--- config.mk ---
export PLATFORM = sky130hd
export DESIGN_NAME = gcd_job_scheduler_flat
export DESIGN_NICKNAME = d
export VERILOG_FILES = /design/src/rtl/gcd_job_scheduler_if.sv /design/src/rtl/gcd_job_scheduler.sv /design/src/flat_wrapper.sv
export SDC_FILE = /design/constraint.sdc
export NUM_CORES = 1
export LEC_CHECK = 0
export BUFFER_PORTS_ARGS = -buffer_cell sky130_fd_sc_hd__buf_2
export CAP_MARGIN = 10
export CORE_UTILIZATION = 41
export DETAILED_ROUTE_END_ITERATION = 7
export PLACE_DENSITY = 0.76
export SLEW_MARGIN = 10
export SYNTH_ARGS = -nofsm -noshare
export SYNTH_HDL_FRONTEND = slang
export SYNTH_SLANG_ARGS = --single-unit
--- constraint.sdc ---
create_clock -name clk -period 1.5 [get_ports clk]
set_input_delay 0.075 -clock clk [delete_from_list [all_inputs] [get_ports clk]]
set_output_delay 0.075 -clock clk [all_outputs]
set_load 0.1 [all_outputs]
--- src/rtl/gcd_job_scheduler_if.sv ---
// gcd_job_scheduler_if
// Bundles the two requester channels, the response channel and the GCD
// datapath control/status lines of gcd_job_scheduler.
//   slave  : the scheduler itself
//   master : the environment (requesters plus the external GCD datapath)
interface gcd_job_scheduler_if;

    // Requester channels
    logic       req0_valid;
    logic       req1_valid;
    logic [3:0] req0_x;
    logic [3:0] req0_y;
    logic [3:0] req1_x;
    logic [3:0] req1_y;
    logic       req0_ready;
    logic       req1_ready;

    // Response channel, shared result bus with one valid per owner
    logic       resp0_valid;
    logic       resp1_valid;
    logic [3:0] resp_gcd;
    logic       resp_err;

    // Datapath operands and controls (sel 0 = external input, 1 = difference)
    logic [3:0] dp_xin;
    logic [3:0] dp_yin;
    logic       x_sel;
    logic       y_sel;
    logic       x_ld;
    logic       y_ld;
    logic       d_ld;

    // Datapath status
    logic       x_neq_y;
    logic       x_lt_y;
    logic [3:0] dp_out;

    // Scheduler status
    logic       busy;

    modport slave (
        input  req0_valid, req1_valid,
        input  req0_x, req0_y, req1_x, req1_y,
        output req0_ready, req1_ready,
        output resp0_valid, resp1_valid, resp_gcd, resp_err,
        output dp_xin, dp_yin,
        output x_sel, y_sel, x_ld, y_ld, d_ld,
        input  x_neq_y, x_lt_y, dp_out,
        output busy
    );

    modport master (
        output req0_valid, req1_valid,
        output req0_x, req0_y, req1_x, req1_y,
        input  req0_ready, req1_ready,
        input  resp0_valid, resp1_valid, resp_gcd, resp_err,
        input  dp_xin, dp_yin,
        input  x_sel, y_sel, x_ld, y_ld, d_ld,
        output x_neq_y, x_lt_y, dp_out,
        input  busy
    );

endinterface : gcd_job_scheduler_if

--- src/rtl/gcd_job_scheduler.sv ---
// gcd_job_scheduler
// Accepts GCD jobs from two requesters, sequences an external subtract-based
// GCD datapath through LOAD / CMP / SUBX / SUBY / STORE, and returns the
// result to the job owner as a one-cycle pulse.
// Zero-operand jobs skip the datapath and answer with resp_err=1.
// Build option: define GCD_RR_EN for round-robin arbitration on ties;
// otherwise req0 has fixed priority and no last-grant register is built.
// Reset is synchronous and active-low; while it is low every output is 0.
module gcd_job_scheduler (
    input  logic               clk,
    input  logic               reset,
    gcd_job_scheduler_if.slave bus
);

    // ------------------------------------------------------------------
    // State encoding
    // ------------------------------------------------------------------
    localparam logic [2:0] S_IDLE  = 3'd0;
    localparam logic [2:0] S_LOAD  = 3'd1;
    localparam logic [2:0] S_CMP   = 3'd2;
    localparam logic [2:0] S_SUBX  = 3'd3;
    localparam logic [2:0] S_SUBY  = 3'd4;
    localparam logic [2:0] S_STORE = 3'd5;
    localparam logic [2:0] S_RESP  = 3'd6;

    // ------------------------------------------------------------------
    // Registers and internal wires
    // ------------------------------------------------------------------
    logic [2:0] r_state;
    logic [2:0] w_state_nxt;

    logic [3:0] r_x_hold;      // operands of the job in flight
    logic [3:0] r_y_hold;
    logic       r_owner;       // 0 = req0, 1 = req1
    logic       r_err;         // job had a zero operand

    logic       w_any_valid;
    logic       w_grant_id;    // requester selected by the arbiter
    logic       w_idle;        // IDLE and out of reset: able to accept a job
    logic       w_hs;          // handshake this cycle
    logic [3:0] w_x_in;
    logic [3:0] w_y_in;
    logic       w_zero_op;

    // ------------------------------------------------------------------
    // Arbitration
    // ------------------------------------------------------------------
`ifdef GCD_RR_EN
    logic r_last_grant;

    // Round-robin: on a tie grant the requester that did not win last time
    always_comb begin
        // NOTE: every signal driven in always_comb gets a value on every path,
        // otherwise synthesis infers a latch to hold the old value.
        w_grant_id = ~bus.req0_valid;
        if (bus.req0_valid && bus.req1_valid) begin
            w_grant_id = ~r_last_grant;
        end
    end

    // Remember the winner of every handshake; reset to 1 so req0 goes first
    always_ff @(posedge clk) begin
        if (!reset) begin
            r_last_grant <= 1'b1;
        end else if (w_hs) begin
            r_last_grant <= w_grant_id;
        end
    end
`else
    // Fixed priority: req0 wins whenever it is valid
    always_comb begin
        w_grant_id = ~bus.req0_valid;
    end
`endif

    assign w_any_valid = bus.req0_valid | bus.req1_valid;
    assign w_idle      = reset && (r_state == S_IDLE);
    assign w_hs        = w_idle && w_any_valid;

    // Operand mux for the granted requester
    always_comb begin
        w_x_in = bus.req0_x;
        w_y_in = bus.req0_y;
        if (w_grant_id) begin
            w_x_in = bus.req1_x;
            w_y_in = bus.req1_y;
        end
    end

    assign w_zero_op = (w_x_in == 4'd0) || (w_y_in == 4'd0);

    // ------------------------------------------------------------------
    // Next-state logic
    // ------------------------------------------------------------------
    // Sequence the datapath; comparator flags only matter in CMP
    always_comb begin
        w_state_nxt = r_state;
        case (r_state)
            S_IDLE: begin
                if (w_hs) begin
                    w_state_nxt = w_zero_op ? S_RESP : S_LOAD;
                end
            end
            S_LOAD: w_state_nxt = S_CMP;
            S_CMP: begin
                if (!bus.x_neq_y) begin
                    w_state_nxt = S_STORE;
                end else if (bus.x_lt_y) begin
                    w_state_nxt = S_SUBY;
                end else begin
                    w_state_nxt = S_SUBX;
                end
            end
            S_SUBX:  w_state_nxt = S_CMP;
            S_SUBY:  w_state_nxt = S_CMP;
            S_STORE: w_state_nxt = S_RESP;
            S_RESP:  w_state_nxt = S_IDLE;
            default: w_state_nxt = S_IDLE;
        endcase
    end

    // ------------------------------------------------------------------
    // State and job registers
    // ------------------------------------------------------------------
    // Advance the FSM and capture the job on handshake; reset drops any job
    always_ff @(posedge clk) begin
        // NOTE: sequential state uses non-blocking assignments so every
        // register samples the pre-edge values, independent of statement order.
        if (!reset) begin
            r_state  <= S_IDLE;
            r_x_hold <= 4'd0;
            r_y_hold <= 4'd0;
            r_owner  <= 1'b0;
            r_err    <= 1'b0;
        end else begin
            r_state <= w_state_nxt;
            if (w_hs) begin
                r_x_hold <= w_x_in;
                r_y_hold <= w_y_in;
                r_owner  <= w_grant_id;
                r_err    <= w_zero_op;
            end
        end
    end

    // ------------------------------------------------------------------
    // Outputs (all forced to 0 while reset is low)
    // ------------------------------------------------------------------
    // Ready is combinational in IDLE, only for the granted valid requester
    assign bus.req0_ready = w_hs && !w_grant_id;
    assign bus.req1_ready = w_hs &&  w_grant_id;

    // Datapath controls decoded from state
    assign bus.x_sel = reset && (r_state == S_SUBX);
    assign bus.y_sel = reset && (r_state == S_SUBY);
    assign bus.x_ld  = reset && ((r_state == S_LOAD) || (r_state == S_SUBX));
    assign bus.y_ld  = reset && ((r_state == S_LOAD) || (r_state == S_SUBY));
    assign bus.d_ld  = reset && (r_state == S_STORE);

    assign bus.dp_xin = reset ? r_x_hold : 4'd0;
    assign bus.dp_yin = reset ? r_y_hold : 4'd0;

    // One-cycle response to the owner; result bus is 0 outside RESP
    assign bus.resp0_valid = reset && (r_state == S_RESP) && !r_owner;
    assign bus.resp1_valid = reset && (r_state == S_RESP) &&  r_owner;
    assign bus.resp_err    = reset && (r_state == S_RESP) &&  r_err;
    assign bus.resp_gcd    = (reset && (r_state == S_RESP) && !r_err) ? bus.dp_out : 4'd0;

    assign bus.busy = reset && (r_state != S_IDLE);

endmodule : gcd_job_scheduler

--- src/flat_wrapper.sv ---
// flat-port wrapper written by rule: the top's interface ports become plain ports
module gcd_job_scheduler_flat 
  (clk, reset, bus_req0_valid, bus_req1_valid, bus_req0_x, bus_req0_y, bus_req1_x, bus_req1_y, bus_req0_ready, bus_req1_ready, bus_resp0_valid, bus_resp1_valid, bus_resp_gcd, bus_resp_err, bus_dp_xin, bus_dp_yin, bus_x_sel, bus_y_sel, bus_x_ld, bus_y_ld, bus_d_ld, bus_x_neq_y, bus_x_lt_y, bus_dp_out, bus_busy);
  gcd_job_scheduler_if bus_i ();
  input  logic clk;
  input  logic reset;
  input wire logic [$bits(bus_i.req0_valid)-1:0] bus_req0_valid;
  input wire logic [$bits(bus_i.req1_valid)-1:0] bus_req1_valid;
  input wire logic [$bits(bus_i.req0_x)-1:0] bus_req0_x;
  input wire logic [$bits(bus_i.req0_y)-1:0] bus_req0_y;
  input wire logic [$bits(bus_i.req1_x)-1:0] bus_req1_x;
  input wire logic [$bits(bus_i.req1_y)-1:0] bus_req1_y;
  output wire logic [$bits(bus_i.req0_ready)-1:0] bus_req0_ready;
  output wire logic [$bits(bus_i.req1_ready)-1:0] bus_req1_ready;
  output wire logic [$bits(bus_i.resp0_valid)-1:0] bus_resp0_valid;
  output wire logic [$bits(bus_i.resp1_valid)-1:0] bus_resp1_valid;
  output wire logic [$bits(bus_i.resp_gcd)-1:0] bus_resp_gcd;
  output wire logic [$bits(bus_i.resp_err)-1:0] bus_resp_err;
  output wire logic [$bits(bus_i.dp_xin)-1:0] bus_dp_xin;
  output wire logic [$bits(bus_i.dp_yin)-1:0] bus_dp_yin;
  output wire logic [$bits(bus_i.x_sel)-1:0] bus_x_sel;
  output wire logic [$bits(bus_i.y_sel)-1:0] bus_y_sel;
  output wire logic [$bits(bus_i.x_ld)-1:0] bus_x_ld;
  output wire logic [$bits(bus_i.y_ld)-1:0] bus_y_ld;
  output wire logic [$bits(bus_i.d_ld)-1:0] bus_d_ld;
  input wire logic [$bits(bus_i.x_neq_y)-1:0] bus_x_neq_y;
  input wire logic [$bits(bus_i.x_lt_y)-1:0] bus_x_lt_y;
  input wire logic [$bits(bus_i.dp_out)-1:0] bus_dp_out;
  output wire logic [$bits(bus_i.busy)-1:0] bus_busy;
  assign bus_i.req0_valid = bus_req0_valid;
  assign bus_i.req1_valid = bus_req1_valid;
  assign bus_i.req0_x = bus_req0_x;
  assign bus_i.req0_y = bus_req0_y;
  assign bus_i.req1_x = bus_req1_x;
  assign bus_i.req1_y = bus_req1_y;
  assign bus_req0_ready = bus_i.req0_ready;
  assign bus_req1_ready = bus_i.req1_ready;
  assign bus_resp0_valid = bus_i.resp0_valid;
  assign bus_resp1_valid = bus_i.resp1_valid;
  assign bus_resp_gcd = bus_i.resp_gcd;
  assign bus_resp_err = bus_i.resp_err;
  assign bus_dp_xin = bus_i.dp_xin;
  assign bus_dp_yin = bus_i.dp_yin;
  assign bus_x_sel = bus_i.x_sel;
  assign bus_y_sel = bus_i.y_sel;
  assign bus_x_ld = bus_i.x_ld;
  assign bus_y_ld = bus_i.y_ld;
  assign bus_d_ld = bus_i.d_ld;
  assign bus_i.x_neq_y = bus_x_neq_y;
  assign bus_i.x_lt_y = bus_x_lt_y;
  assign bus_i.dp_out = bus_dp_out;
  assign bus_busy = bus_i.busy;
  gcd_job_scheduler u_core (.clk(clk), .reset(reset), .bus(bus_i));
endmodule
---- Yosys cells after proc, flatten, opt, wreduce, memory -nomap -nowiden ----
Cells that the tools add are included.
storage, ports and cells
  register bits ........................... 13
  bits in latches ......................... 0
  memory bits (writable) .................. 0
  memory bits (read-only) ................. 0
  bits of input ports ..................... 26
  word-level logic and storage cells ...... 49
  memories kept ........................... 0
operators by class
  add/sub/neg operators ................... 0
  multipliers ............................. 0
  divide/modulo/power cells ............... 0
  $lt $le $gt $ge ......................... 0
  equality and inequality tests ........... 7
  shift-type cells ........................ 0
  mux-type cells .......................... 10
  bitwise operators ....................... 2
  reduce and logical (&&, ||, !) cells .... 25
operators by type and width
  cell                  count
  $mux W4               5
  $logic_and A1 B1 Y1   15
  $mux W3               4
  $pmux W3 S4           1
  $eq A3 B3 Y1 const B  3
  $logic_not A4 Y1      2
  $eq A3 B2 Y1 const B  2
  $eq A3 B1 Y1 const B  1
  $logic_not A3 Y1      1
  $logic_or A1 B1 Y1    3
  $reduce_bool A3 Y1    1
  $reduce_or A3 Y1      1
  $logic_not A1 Y1      2
  $ne A2 B1 Y1 const B  1
  $not A1 Y1            1
  $or A1 B1 Y1          1

---- Depth between registers and ports, before layout ----
  depth in word-level cells ............... 6
  depth in mapped cells ................... 7

---- Worst setup path before layout ----
Ideal clock, no wire load.
  path type ............................... register to output
  start ................................... register u_core.r_state[2]
  end ..................................... output bus_y_ld
  arrival ................................. 3.353 ns
  path slack .............................. -1.928 ns
  stages on the path, launching flop included .. 4
  path buffers ............................ 0
  path through ............................ dfxtp_1 > nand2_1 > nor3_1 > a21o_1
between the ends
  cells in the longest elaborated chain, start to end .. 3
  elaborated cells on any way between the ends .. 4
  classes of those cells .................. eq/ne (2); reduce/logical (2)
RTL lines
  item                                          RTL line                  source
  from (decl)                                   gcd_job_scheduler.sv:29   logic [2:0] r_state;
  from (signal assigned)                        gcd_job_scheduler.sv:136  r_state <= w_state_nxt;
  $eq A3 B1 Y1 or $eq A3 B3 Y1 (tied branches)  gcd_job_scheduler.sv:157  assign bus.y_ld = reset && ((r_state == S_LOAD) || (r_state == S_SUBY));
  $logic_or A1 B1 Y1 *                          gcd_job_scheduler.sv:157
  $logic_and A1 B1 Y1 *                         gcd_job_scheduler.sv:157
  to (decl)                                     flat_wrapper.sv:24        output wire logic [$bits(bus_i.y_ld)-1:0] bus_y_ld;
Mark *: on every way between the ends. The rest lies on a longest branch, timed or not.

---- Final worst setup path ----
  start ................................... register u_core.r_state[1]
  end ..................................... output bus_resp_gcd[3]
between the ends
  cells in the longest elaborated chain, start to end .. 4
RTL lines
  item                               RTL line                  source
  $eq A3 B3 Y1                       gcd_job_scheduler.sv:167  assign bus.resp_gcd = (reset && (r_state == S_RESP) && !r_err) ? bus.dp_out : 4'd0;
  $logic_and A1 B1 Y1 (2 in series)  gcd_job_scheduler.sv:167
  $mux W4                            gcd_job_scheduler.sv:167
  to (decl)                          flat_wrapper.sv:17        output wire logic [$bits(bus_i.resp_gcd)-1:0] bus_resp_gcd;
No other way between the ends.

==> metrics.json <==
{
  "failing_checks": {"value": "negative setup slack"},
  "initial_standard_cell_utilization_of_the_core": {"value": 45.83, "unit": "%"},
  "place.port_buffers": {"value": 48},
  "detailroute.wirelength.met3": {"value": 180, "unit": "µm"},
  "finalWirelength": {"value": 3115, "unit": "µm"},
  "power_frac_seq": {"value": 24.1, "unit": "%"},
  "maxUsedRoutingLayer": {"value": "met4"},
  "dieArea": {"value": 2198, "unit": "µm²"},
  "setup-tns-final": {"value": -1014, "unit": "ps"},
  "setup-violations-final": {"value": 9},
  "crit_chain": {"value": "inv_2, or3_4, nor2_4, and2_4, buf_12"},
  "postSynthNetCount": {"value": 125},
  "synth.avg_cell_area": {"value": 8.341, "unit": "µm²"},
  "clkPwrFrac": {"value": 10.4, "unit": "%"},
  "worst_ep_required_time": {"value": 1420, "unit": "ps"},
  "grt_start_max_net_pins": {"value": 14},
  "share_of_yosys_cell_area_claimed_by_the_top_area_cell_type": {"value": 31.52, "unit": "%"},
  "fin_crit": {"value": 1651, "unit": "ps"},
  "cts_max_level": {"value": 1},
  "via_count_of_the_first_global_routing_pass": {"value": 906},
  "cts-hold-fix-buffers": {"value": 0},
  "synth_async_sr_flop_share": {"value": 0, "unit": "%"},
  "post-dp-hpwl": {"value": 1775, "unit": "µm"},
  "route.vias.total": {"value": 1044},
  "worst_skew_pair.late_latency": {"value": 280, "unit": "ps"},
  "maxSlewViolCount": {"value": 0},
  "part_of_the_cycle_the_worst_path_needs": {"value": 110.1, "unit": "%"},
  "power.share.switching": {"value": 50.73, "unit": "%"},
  "chip_width": {"value": 46.88, "unit": "µm"},
  "drt-initial-drc-count": {"value": 30},
  "clock_path_buffers": {"value": 2},
  "synthXorXnorAreaFrac": {"value": 0, "unit": "%"},
  "met2WireLength": {"value": 1677, "unit": "µm"},
  "pin_count": {"value": 49},
  "cp_slowest_cell": {"value": "sky130_fd_sc_hd__dfxtp_2"},
  "timing.critical_path.slowest_cell_delay": {"value": 380, "unit": "ps"},
  "synthDominantAreaCellType": {"value": "sky130_fd_sc_hd__dfxtp_1"},
  "grt_ovf": {"value": 0},
  "synthDistinctLibCells": {"value": 33},
  "core_area": {"value": 1802, "unit": "µm²"},
  "worst_setup_hold_path_clk_slew": {"value": 80, "unit": "ps"},
  "route.detailed.vias_per_inst": {"value": 5.553},
  "synthesis.instances": {"value": 99},
  "synthTopCellsByArea": {"value": "sky130_fd_sc_hd__dfxtp_1, sky130_fd_sc_hd__and2_1, sky130_fd_sc_hd__mux2i_1"},
  "power_frac_comb": {"value": 65.5, "unit": "%"},
  "critical_path.max_fanout": {"value": 4},
  "rsz0062_at_grt": {"value": "yes"},
  "worst_clock_skew": {"value": 6.016, "unit": "ps"},
  "area_growth_syn_to_layout": {"value": 91.67, "unit": "%"},
  "initial_antenna_violation_count": {"value": 0},
  "timing_worst_slew_pin_value": {"value": 593.6, "unit": "ps"},
  "mappedNetlistArea": {"value": 825.8, "unit": "µm²"},
  "wl_met1": {"value": 1169, "unit": "µm"},
  "ys_ff_latch": {"value": 13},
  "place_congestion": {"value": 0.7984},
  "post-route-worst-setup-slack": {"value": -151.3, "unit": "ps"},
  "path_class": {"value": "reg2out"},
  "dieHeight": {"value": 46.88, "unit": "µm"},
  "grt_pass1_wl": {"value": 3836, "unit": "µm"},
  "max_clock_freq": {"value": 0.6056, "unit": "GHz"},
  "ctsRootBufferMaster": {"value": "sky130_fd_sc_hd__clkbuf_4"},
  "synth-seq-area-share": {"value": 31.52, "unit": "%"},
  "tritoncts": {"value": "done"},
  "data_arrival_critical_path": {"value": 1580, "unit": "ps"},
  "synth_mux_area_share": {"value": 11.06, "unit": "%"},
  "power.total": {"value": 0.002103, "unit": "W"},
  "wl_per_cell": {"value": 16.57, "unit": "µm"},
  "p_per_area": {"value": 1329, "unit": "nW/µm²"},
  "worstSetupStartpointType": {"value": "register"},
  "critical_path.top_delay_family": {"value": "simple AND/OR/NAND/NOR gates"},
  "synth_simple_gate_area_share": {"value": 35.45, "unit": "%"},
  "detail-route-antenna-nets": {"value": 0},
  "postPlaceCellArea": {"value": 1389, "unit": "µm²"},
  "vdd_ir_drop_max": {"value": 1165, "unit": "µV"},
  "max_cap_violations": {"value": 0},
  "compound_gate_portion_of_the_synthesized_area": {"value": 15.00, "unit": "%"},
  "cp-end-kind": {"value": "output port"},
  "synth_enable_flop_cells": {"value": 0},
  "floorplan.rows": {"value": 15},
  "dp_slack": {"value": 35.20, "unit": "ps"},
  "hold_path.class": {"value": "in2reg"},
  "crit_buf_inv": {"value": 2},
  "grt_usage": {"value": 24.84, "unit": "%"},
  "cts_made_buffers": {"value": 3},
  "slew_headroom": {"value": 60.33, "unit": "%"},
  "adder_cell_fraction_of_synth_area": {"value": 0, "unit": "%"},
  "num_antenna_cells": {"value": 0},
  "post_route_cells_drive_above_1_share": {"value": 63.19, "unit": "%"},
  "drt-pass1-iter-count": {"value": 4},
  "outcome": {"value": "finished, violations left"},
  "final_area": {"value": 1583, "unit": "µm²"},
  "drc_errors_left": {"value": 0},
  "synth-warning-count": {"value": 0},
  "power.internal": {"value": 0.001036, "unit": "W"},
  "num-nets-final": {"value": 190},
  "main_combinational_cell_family_by_area_after_synthesis": {"value": "simple AND/OR/NAND/NOR gates"},
  "leakage": {"value": 0.7347, "unit": "nW"},
  "final_hold_viol_count": {"value": 0},
  "tritoncts_num_sinks": {"value": 13},
  "final_util": {"value": 87.85, "unit": "%"},
  "power.switching": {"value": 0.001067, "unit": "W"},
  "synth_flop_cell": {"value": "sky130_fd_sc_hd__dfxtp_1"}
}
-- worst paths after layout --
| check | from | to | slack (ps) | cells after the start |
|---|---|---|---|---|
| max | u_core.r_state[1] | bus_resp_gcd[3] | -150 | 5 |
| min | bus_req1_y[3] | u_core.r_y_hold[3] | 100 | 3 |
| max reg2reg | u_core.r_state[0] | u_core.r_x_hold[3] | -10 | 7 |
| min reg2reg | u_core.r_x_hold[1] | u_core.r_x_hold[1] | 600 | 3 |
-- cells in the mapped netlist (2+ instances only) --
cell                        n
sky130_fd_sc_hd__buf_6      2
sky130_fd_sc_hd__a21oi_1   12
sky130_fd_sc_hd__inv_1      4
sky130_fd_sc_hd__and3_1     2
sky130_fd_sc_hd__dfxtp_1   13
sky130_fd_sc_hd__nor4_1     2
sky130_fd_sc_hd__and2_1    15
sky130_fd_sc_hd__nor2_1    13
sky130_fd_sc_hd__nand2b_1   2
sky130_fd_sc_hd__nor3_1     3
sky130_fd_sc_hd__clkbuf_1   2
sky130_fd_sc_hd__mux2i_1    8
-- cells in the final DEF (no fill, tap or decap), types with 2 or more instances in the layout --
cell type / instances
sky130_fd_sc_hd__a21oi_1: 11
sky130_fd_sc_hd__and2_1: 8
sky130_fd_sc_hd__and2_4: 6
sky130_fd_sc_hd__buf_12: 15
sky130_fd_sc_hd__buf_2: 34
sky130_fd_sc_hd__buf_4: 12
sky130_fd_sc_hd__buf_6: 5
sky130_fd_sc_hd__clkbuf_4: 3
sky130_fd_sc_hd__dfxtp_1: 10
sky130_fd_sc_hd__dfxtp_4: 2
sky130_fd_sc_hd__inv_1: 3
sky130_fd_sc_hd__mux2i_1: 8
sky130_fd_sc_hd__nand2b_1: 2
sky130_fd_sc_hd__nor2_1: 7
sky130_fd_sc_hd__nor2_2: 4
sky130_fd_sc_hd__nor2_4: 3
sky130_fd_sc_hd__nor3_4: 3
sky130_fd_sc_hd__nor4_1: 2
-- metrics by stage --
stage               hold WS, ps  instances
floorplan                 267.2         99
global placement          380.7        173
detailed placement        392.1        173
CTS                       98.90        184
global route              131.6        188
finish                    102.5        188
-- registers in the layout (all words and copies together) (netlist names) --
name             cells
u_core.r_err         1
u_core.r_state       3
u_core.r_owner       1
u_core.r_y_hold      4
u_core.r_x_hold      4
-- metal layers --
metal / vias up / GRT usage [%]
met5: - / 0
met4: 0 / 13.14
met3: 11 / 2.692
met2: 60 / 45.56
met1: 497 / 28.00
li1: 476 / -
-- worst reg2reg max path, cell delays in order, from the launching register on --
cell                      delay [ps]
sky130_fd_sc_hd__dfxtp_4         370
sky130_fd_sc_hd__buf_12          130
sky130_fd_sc_hd__nor3_4          280
sky130_fd_sc_hd__buf_6           160
sky130_fd_sc_hd__o211a_4         190
sky130_fd_sc_hd__buf_6           120
sky130_fd_sc_hd__nor2_1           60
sky130_fd_sc_hd__a21oi_1         140
-- layout make-up --
cell class	instances	area, µm²
clock buffers	3	22.52
repair buffers	66	616.8
well taps	25	31.28
inverters	4	15.01
clock inverters	1	5.005
multi-input cells	76	623.1
flip-flops and latches	13	269.0
fillers	94	219.0
-- power groups by stage --
stage	registers (W)	clock network (W)	logic, W
floorplan	0.000498	0	0.000824
global placement	0.000506	0	0.00107
detailed placement	0.000513	0	0.00109
CTS	0.000495	0.000220	0.00120
global route	0.000513	0.000234	0.00143
finish	0.000506	0.000219	0.00138
-- what timing repair did --
item | CTS | global route
endpoints found under the setup margin | 8 | 17
buffers inserted | 7 | 3
pin swaps | 7 | 4
gates cloned | 0 | 1
gates resized for setup | 7 | 15
-- cells by family (layout without fill, tap and decap cells) --
group           after synthesis  in the layout
mux                           9              9
simple gates                 47             47
compound gates               20             20
buf+inv                      10             74
flops                        13             13
(Power assumes the default switching activity.)
